<file path="config.mk">
export PLATFORM = sky130hd
export DESIGN_NAME = audio_level_meter
export DESIGN_NICKNAME = d
export VERILOG_FILES = /design/src/rtl/audio_level_meter.sv
export SDC_FILE = /design/constraint.sdc
export NUM_CORES = 1
export LEC_CHECK = 0
export CAP_MARGIN = 20
export CORE_MARGIN = 5
export CORE_UTILIZATION = 40
export CTS_CLUSTER_DIAMETER = 60
export DETAILED_ROUTE_END_ITERATION = 10
export REMOVE_ABC_BUFFERS = 1
export SETUP_SLACK_MARGIN = 0.02
export SLEW_MARGIN = 20
export SYNTH_ARGS = -nofsm -noshare
export SYNTH_HDL_FRONTEND = slang
export SYNTH_SLANG_ARGS = --single-unit
</file>
<file path="constraint.sdc">
create_clock -name clk -period 12.47 [get_ports clk]
set_clock_uncertainty 0.2 [all_clocks]
set_input_delay 1.8705 -clock clk [delete_from_list [all_inputs] [get_ports clk]]
set_output_delay 1.8705 -clock clk [all_outputs]
set_load 0.05 [all_outputs]
</file>
<file path="src/rtl/audio_level_meter.sv">
// rtl/audio_level_meter.sv - windowed mean/peak audio level meter with decaying peak hold
//
// Purpose:
//   Accumulates the absolute deviation from midscale (128) of offset-binary
//   audio samples over windows of 2^WINDOW_LOG2 accepted samples. At each
//   window completion it publishes the mean deviation (level), the maximum
//   deviation (peak), a thermometer bar of level, a clip flag and a decaying
//   peak-hold value, and pulses level_valid for one cycle.
//
// Parameters:
//   WINDOW_LOG2  window length is 2^WINDOW_LOG2 samples (1..12)
//   DECAY_STEP   peak-hold decrement per completed window (1..128)
//
// Ports:
//   clk          system clock
//   rst          synchronous active-high reset
//   sample_valid single-cycle strobe qualifying sample
//   sample       8-bit unsigned offset-binary sample, midscale 128
//   level        mean absolute deviation of the last completed window
//   peak         maximum absolute deviation of the last completed window
//   peak_hold    decaying peak-hold value
//   bar          thermometer code: bar[i] = (level >= 16*(i+1))
//   clip         last completed window contained a 0 or 255 sample
//   level_valid  one-cycle pulse when the outputs above were updated

module audio_level_meter #(
  parameter int WINDOW_LOG2 = 8,
  parameter int DECAY_STEP  = 4
) (
  input  logic       clk,
  input  logic       rst,
  input  logic       sample_valid,
  input  logic [7:0] sample,
  output logic [7:0] level,
  output logic [7:0] peak,
  output logic [7:0] peak_hold,
  output logic [7:0] bar,
  output logic       clip,
  output logic       level_valid
);

  localparam int          ACC_W = 8 + WINDOW_LOG2;
  localparam logic [7:0]  DECAY = 8'(DECAY_STEP);

  logic [ACC_W-1:0]       r_acc;
  logic [WINDOW_LOG2-1:0] r_cnt;
  logic [7:0]             r_max;
  logic                   r_clip;

  logic [7:0]             w_mag;
  logic                   w_clip_cond;
  logic                   w_last;
  logic [ACC_W-1:0]       w_sum;
  logic [7:0]             w_level;
  logic [7:0]             w_peak;
  logic [7:0]             w_bar;
  logic [7:0]             w_decayed;
  logic [7:0]             w_hold_next;

  // Deviation from midscale; sample 0 yields 128, sample 255 yields 127.
  always_comb begin
    if (sample >= 8'd128) w_mag = sample - 8'd128;
    else                  w_mag = 8'd128 - sample;
  end

  assign w_clip_cond = (sample == 8'd0) || (sample == 8'd255);
  assign w_last      = (r_cnt == {WINDOW_LOG2{1'b1}});

  // Worst case the full window sums to 128 * 2^WINDOW_LOG2, which fits ACC_W
  // bits, so the mean after the shift never exceeds 128.
  assign w_sum   = r_acc + ACC_W'(w_mag);
  assign w_level = w_sum[WINDOW_LOG2 +: 8];
  assign w_peak  = (w_mag > r_max) ? w_mag : r_max;

  always_comb begin
    w_bar = 8'd0;
    for (int i = 0; i < 8; i++) begin
      w_bar[i] = (w_level >= 8'(16 * (i + 1)));
    end
  end

  // Peak hold follows any new peak at or above it; otherwise it decays by
  // DECAY without wrapping below zero and never drops under the new peak.
  assign w_decayed = (peak_hold > DECAY) ? (peak_hold - DECAY) : 8'd0;

  always_comb begin
    if (w_peak >= peak_hold)     w_hold_next = w_peak;
    else if (w_decayed > w_peak) w_hold_next = w_decayed;
    else                         w_hold_next = w_peak;
  end

  always_ff @(posedge clk) begin
    if (rst) begin
      r_acc       <= '0;
      r_cnt       <= '0;
      r_max       <= 8'd0;
      r_clip      <= 1'b0;
      level       <= 8'd0;
      peak        <= 8'd0;
      peak_hold   <= 8'd0;
      bar         <= 8'd0;
      clip        <= 1'b0;
      level_valid <= 1'b0;
    end else begin
      level_valid <= 1'b0;
      if (sample_valid) begin
        if (w_last) begin
          // Results include the closing sample; running state restarts so a
          // sample in the level_valid cycle opens the next window.
          level       <= w_level;
          peak        <= w_peak;
          bar         <= w_bar;
          clip        <= r_clip | w_clip_cond;
          peak_hold   <= w_hold_next;
          level_valid <= 1'b1;
          r_acc       <= '0;
          r_max       <= 8'd0;
          r_clip      <= 1'b0;
          r_cnt       <= '0;
        end else begin
          r_acc  <= w_sum;
          r_max  <= w_peak;
          r_clip <= r_clip | w_clip_cond;
          r_cnt  <= r_cnt + 1'b1;
        end
      end
    end
  end

endmodule

</file>
==> results.cfg <==
[power_and_ir_drop]
power_density_nw_per_um2 = 123
power_leakage_nw = 1.90
ir_drop_mv = 0.0610

[timing]
finalHoldViolCount = 0
min_period_ns = 6.56
timing.final.ws_setup_ns = 5.91
tightest_slew_ns = 0.964
fmax_mhz = 152
setup_viol = 0
drv_slew = 0
rsz0062_at_grt = no
timing.setup.tns_ns = 0
max-slew-margin-rel_pct = 35.7
fin_crit_sh_pct = 52.6

[cells_and_area]
diodes = 0
nFillCells = 992
multi_input_area_um2 = 2500
layout-area-overhead-vs-synth_pct = 18.5
finish.utilization_pct = 48.9
final_nets = 582
drive_gt1_share_pct = 5.57
seqCellArea_um2 = 1320

[placed_design]
place.port_buffers = 44
routabilityCongestion = 0.835
place_ws_ns = 5.57
hpwl_um = 7360

[setup_path]
critPathArrivalTime_ns = 6.60
cp.required_ns = 12.51
path_max_fanout = 11
cp-start-kind = input pin
critPathKind = in2reg
cp-end-kind = flop

[floorplanning]
die_area_um2 = 12200
start_util_pct = 41.2
die_y_um = 111
pin_count = 45
die_x_um = 111
rows = 36
core_area_um2 = 9820

[synthesis]
yosysSeqAreaShare_pct = 32.6
synthArstFlopShare_pct = 0
synthCells = 500
synth_area_um2 = 4050
synth_cell_types = 62
syn_avg_cell_area_um2 = 8.10
synth_warnings = 0
ys_ff_latch = 66
yosys_most_used_dff = dfxtp_1
synth-edff-count = 0

[clock_tree]
cts.hold.buffers_added = 0
clkTransAtPathRegs_ns = 0.08
cts_tree = yes
cts.sink_count = 66
cts-root-buf = clkbuf_8
post-cts-setup-buffer-count = 0
clkLatencyLatePin_ns = 0.35
ctsResizeCount = 0
clock_path_buffers = 2
htreeDepth = 3
numCtsBuffers = 9

[global_route]
grt_pass1_vias = 3579
grt_first_pass_wirelength_um = 17300
antenna_found_initial = 0
grt_max_degree = 61
overflow = 0
track_usage_pct = 16.7

[route]
totalWireLength_um = 10100
vias_per_cell = 5.43
route.detailed.drc = 0
drtAntennaViolNets = 0
first_iter_violations = 205
wl_per_cell_um = 15.1
dr_total_vias = 3647
dr.pass1.iters = 4

[outcome]
status = finished clean

[job]
max-cap-violations = 0

[worst_hold_path]
hp-class = reg2reg
## registers in the layout, summed over array words and instances, names as in the netlist, 7 cells and up
| name | flops |
|---|---|
| bar | 7 |
| level | 8 |
| peak | 8 |
| peak_hold | 8 |
| r_acc | 16 |
| r_cnt | 8 |
| r_max | 8 |
## cell families after synthesis
kind of cell / after synthesis / synth area share, %
AOI/OAI and AO/OA: 125 / 21.9
xor gates and xnor gates: 24 / 5.38
adders and majority gates: 37 / 11.6
buffers and inverters: 57 / 5.63
DFF: 66 / 32.6
muxes: 6 / 1.58
and+or+nand+nor: 185 / 21.3
## worst max-delay path: stages
cell and delay (ns):
clkdlybuf4s50_1 0.50, inv_1 0.12, ha_1 0.16, nor3b_1 0.33
a21oi_1 0.14, xor2_1 0.26, ha_1 0.29, nand4_1 0.13
a21oi_1 0.08, o31ai_1 0.24, buf_4 0.22, mux2i_1 0.35
ha_1 0.29, nand2b_1 0.14, a211o_1 0.29, o2111ai_1 0.08
a21oi_1 0.09, nor3_1 0.26, o211a_1 0.35, a211oi_1 0.12
a211o_1 0.28
## path summary, 6_finish.rpt
| check | startpoint | slack (ns) | end | cells past startpoint |
|---|---|---|---|---|
| worst max-delay path | sample[0] | 5.91 | peak_hold[6]$_SDFFE_PP0P_ | 21 |
| worst min-delay path | peak[6]$_SDFFE_PP0P_ | 0.26 | peak[6]$_SDFFE_PP0P_ | 2 |
| worst max register to register | r_max[1]$_SDFFE_PP0P_ | 8.27 | peak_hold[6]$_SDFFE_PP0P_ | 17 |
| worst min register to register | peak[6]$_SDFFE_PP0P_ | 0.26 | peak[6]$_SDFFE_PP0P_ | 2 |
## layout make-up
type	count	share of cell area [%]
multi-input cells	377	52.2
inverters	33	2.58
well taps	133	3.47
clock buffers	9	2.58
flip-flops and latches	66	27.5
clock inverters	7	2.09
repair buffers	47	9.55
## synth_stat cells, types with 3 or more instances
cell      count  area share [%]
mux2i_1       3            0.74
a311oi_1      3            0.65
and3_1        4            0.62
nand2b_1      4            0.62
a21oi_1      29             3.6
mux2_2        3            0.83
o21ai_0      17             2.1
a21o_1        8             1.5
nor3_1       19             2.3
a211o_1       4            0.87
nand4_1      12             1.9
nand3_1       8            0.99
nand2_1      37             3.4
xor2_1       14             3.0
o21a_1        4            0.74
xnor2_1       9             1.9
or3_1         4            0.62
ha_1         36              11
clkbuf_1     20             1.9
o211a_1       3            0.74
nor2_1       75             7.0
a211oi_1     13             2.4
a22oi_1      16             3.0
o211ai_1      3            0.56
nor2b_1       3            0.46
nor3b_1       3            0.56
and2_1        3            0.46
inv_1        33             3.1
nand3b_1      4            0.74
dfxtp_1      66              33
## placed cells by master (no fill, tap or decap), types with 4 or more instances in the layout
cell / Yosys / layout
a211o_1: 4 / 4
a211oi_1: 13 / 13
a21o_1: 8 / 8
a21oi_1: 29 / 29
a22oi_1: 16 / 16
and3_1: 4 / 4
clkbuf_8: 0 / 9
clkdlybuf4s50_1: 0 / 43
dfxtp_1: 66 / 66
ha_1: 36 / 36
inv_1: 33 / 33
nand2_1: 37 / 37
nand2b_1: 4 / 4
nand3_1: 8 / 8
nand3b_1: 4 / 4
nand4_1: 12 / 12
nor2_1: 75 / 73
nor3_1: 19 / 19
o21a_1: 4 / 4
o21ai_0: 17 / 16
or3_1: 4 / 4
xnor2_1: 9 / 9
xor2_1: 14 / 14
## metal layers
metal	vias up	part of all wire, %	routed length (µm)	track usage [%]
met5	-	0	0	0
li1	1859	-	-	-
met3	6	4.8	483	4.05
met4	0	0.72	73	4.35
met2	78	48	4820	27.8
met1	1704	47	4760	21.7
## stage by stage
stage | std cells | hold slack [ns] | area (µm²) | power (mW)
6_report | 672 | 0.258 | 4800 | 0.589
5_1_grt | 672 | 0.286 | 4800 | 0.627
4_1_cts | 672 | 0.261 | 4800 | 0.595
3_5_place_dp | 656 | 0.246 | 4570 | 0.383
3_3_place_gp | 656 | 0.238 | 4570 | 0.380
2_1_floorplan | 476 | 0.254 | 3940 | 0.342
## where the power goes
group / internal, mW / switching (mW)
clock: 0.114 / 0.0962
combinational: 0.0614 / 0.0940
sequential: 0.218 / 0.00512
Note: power is estimated with default switching activity, not from simulation.
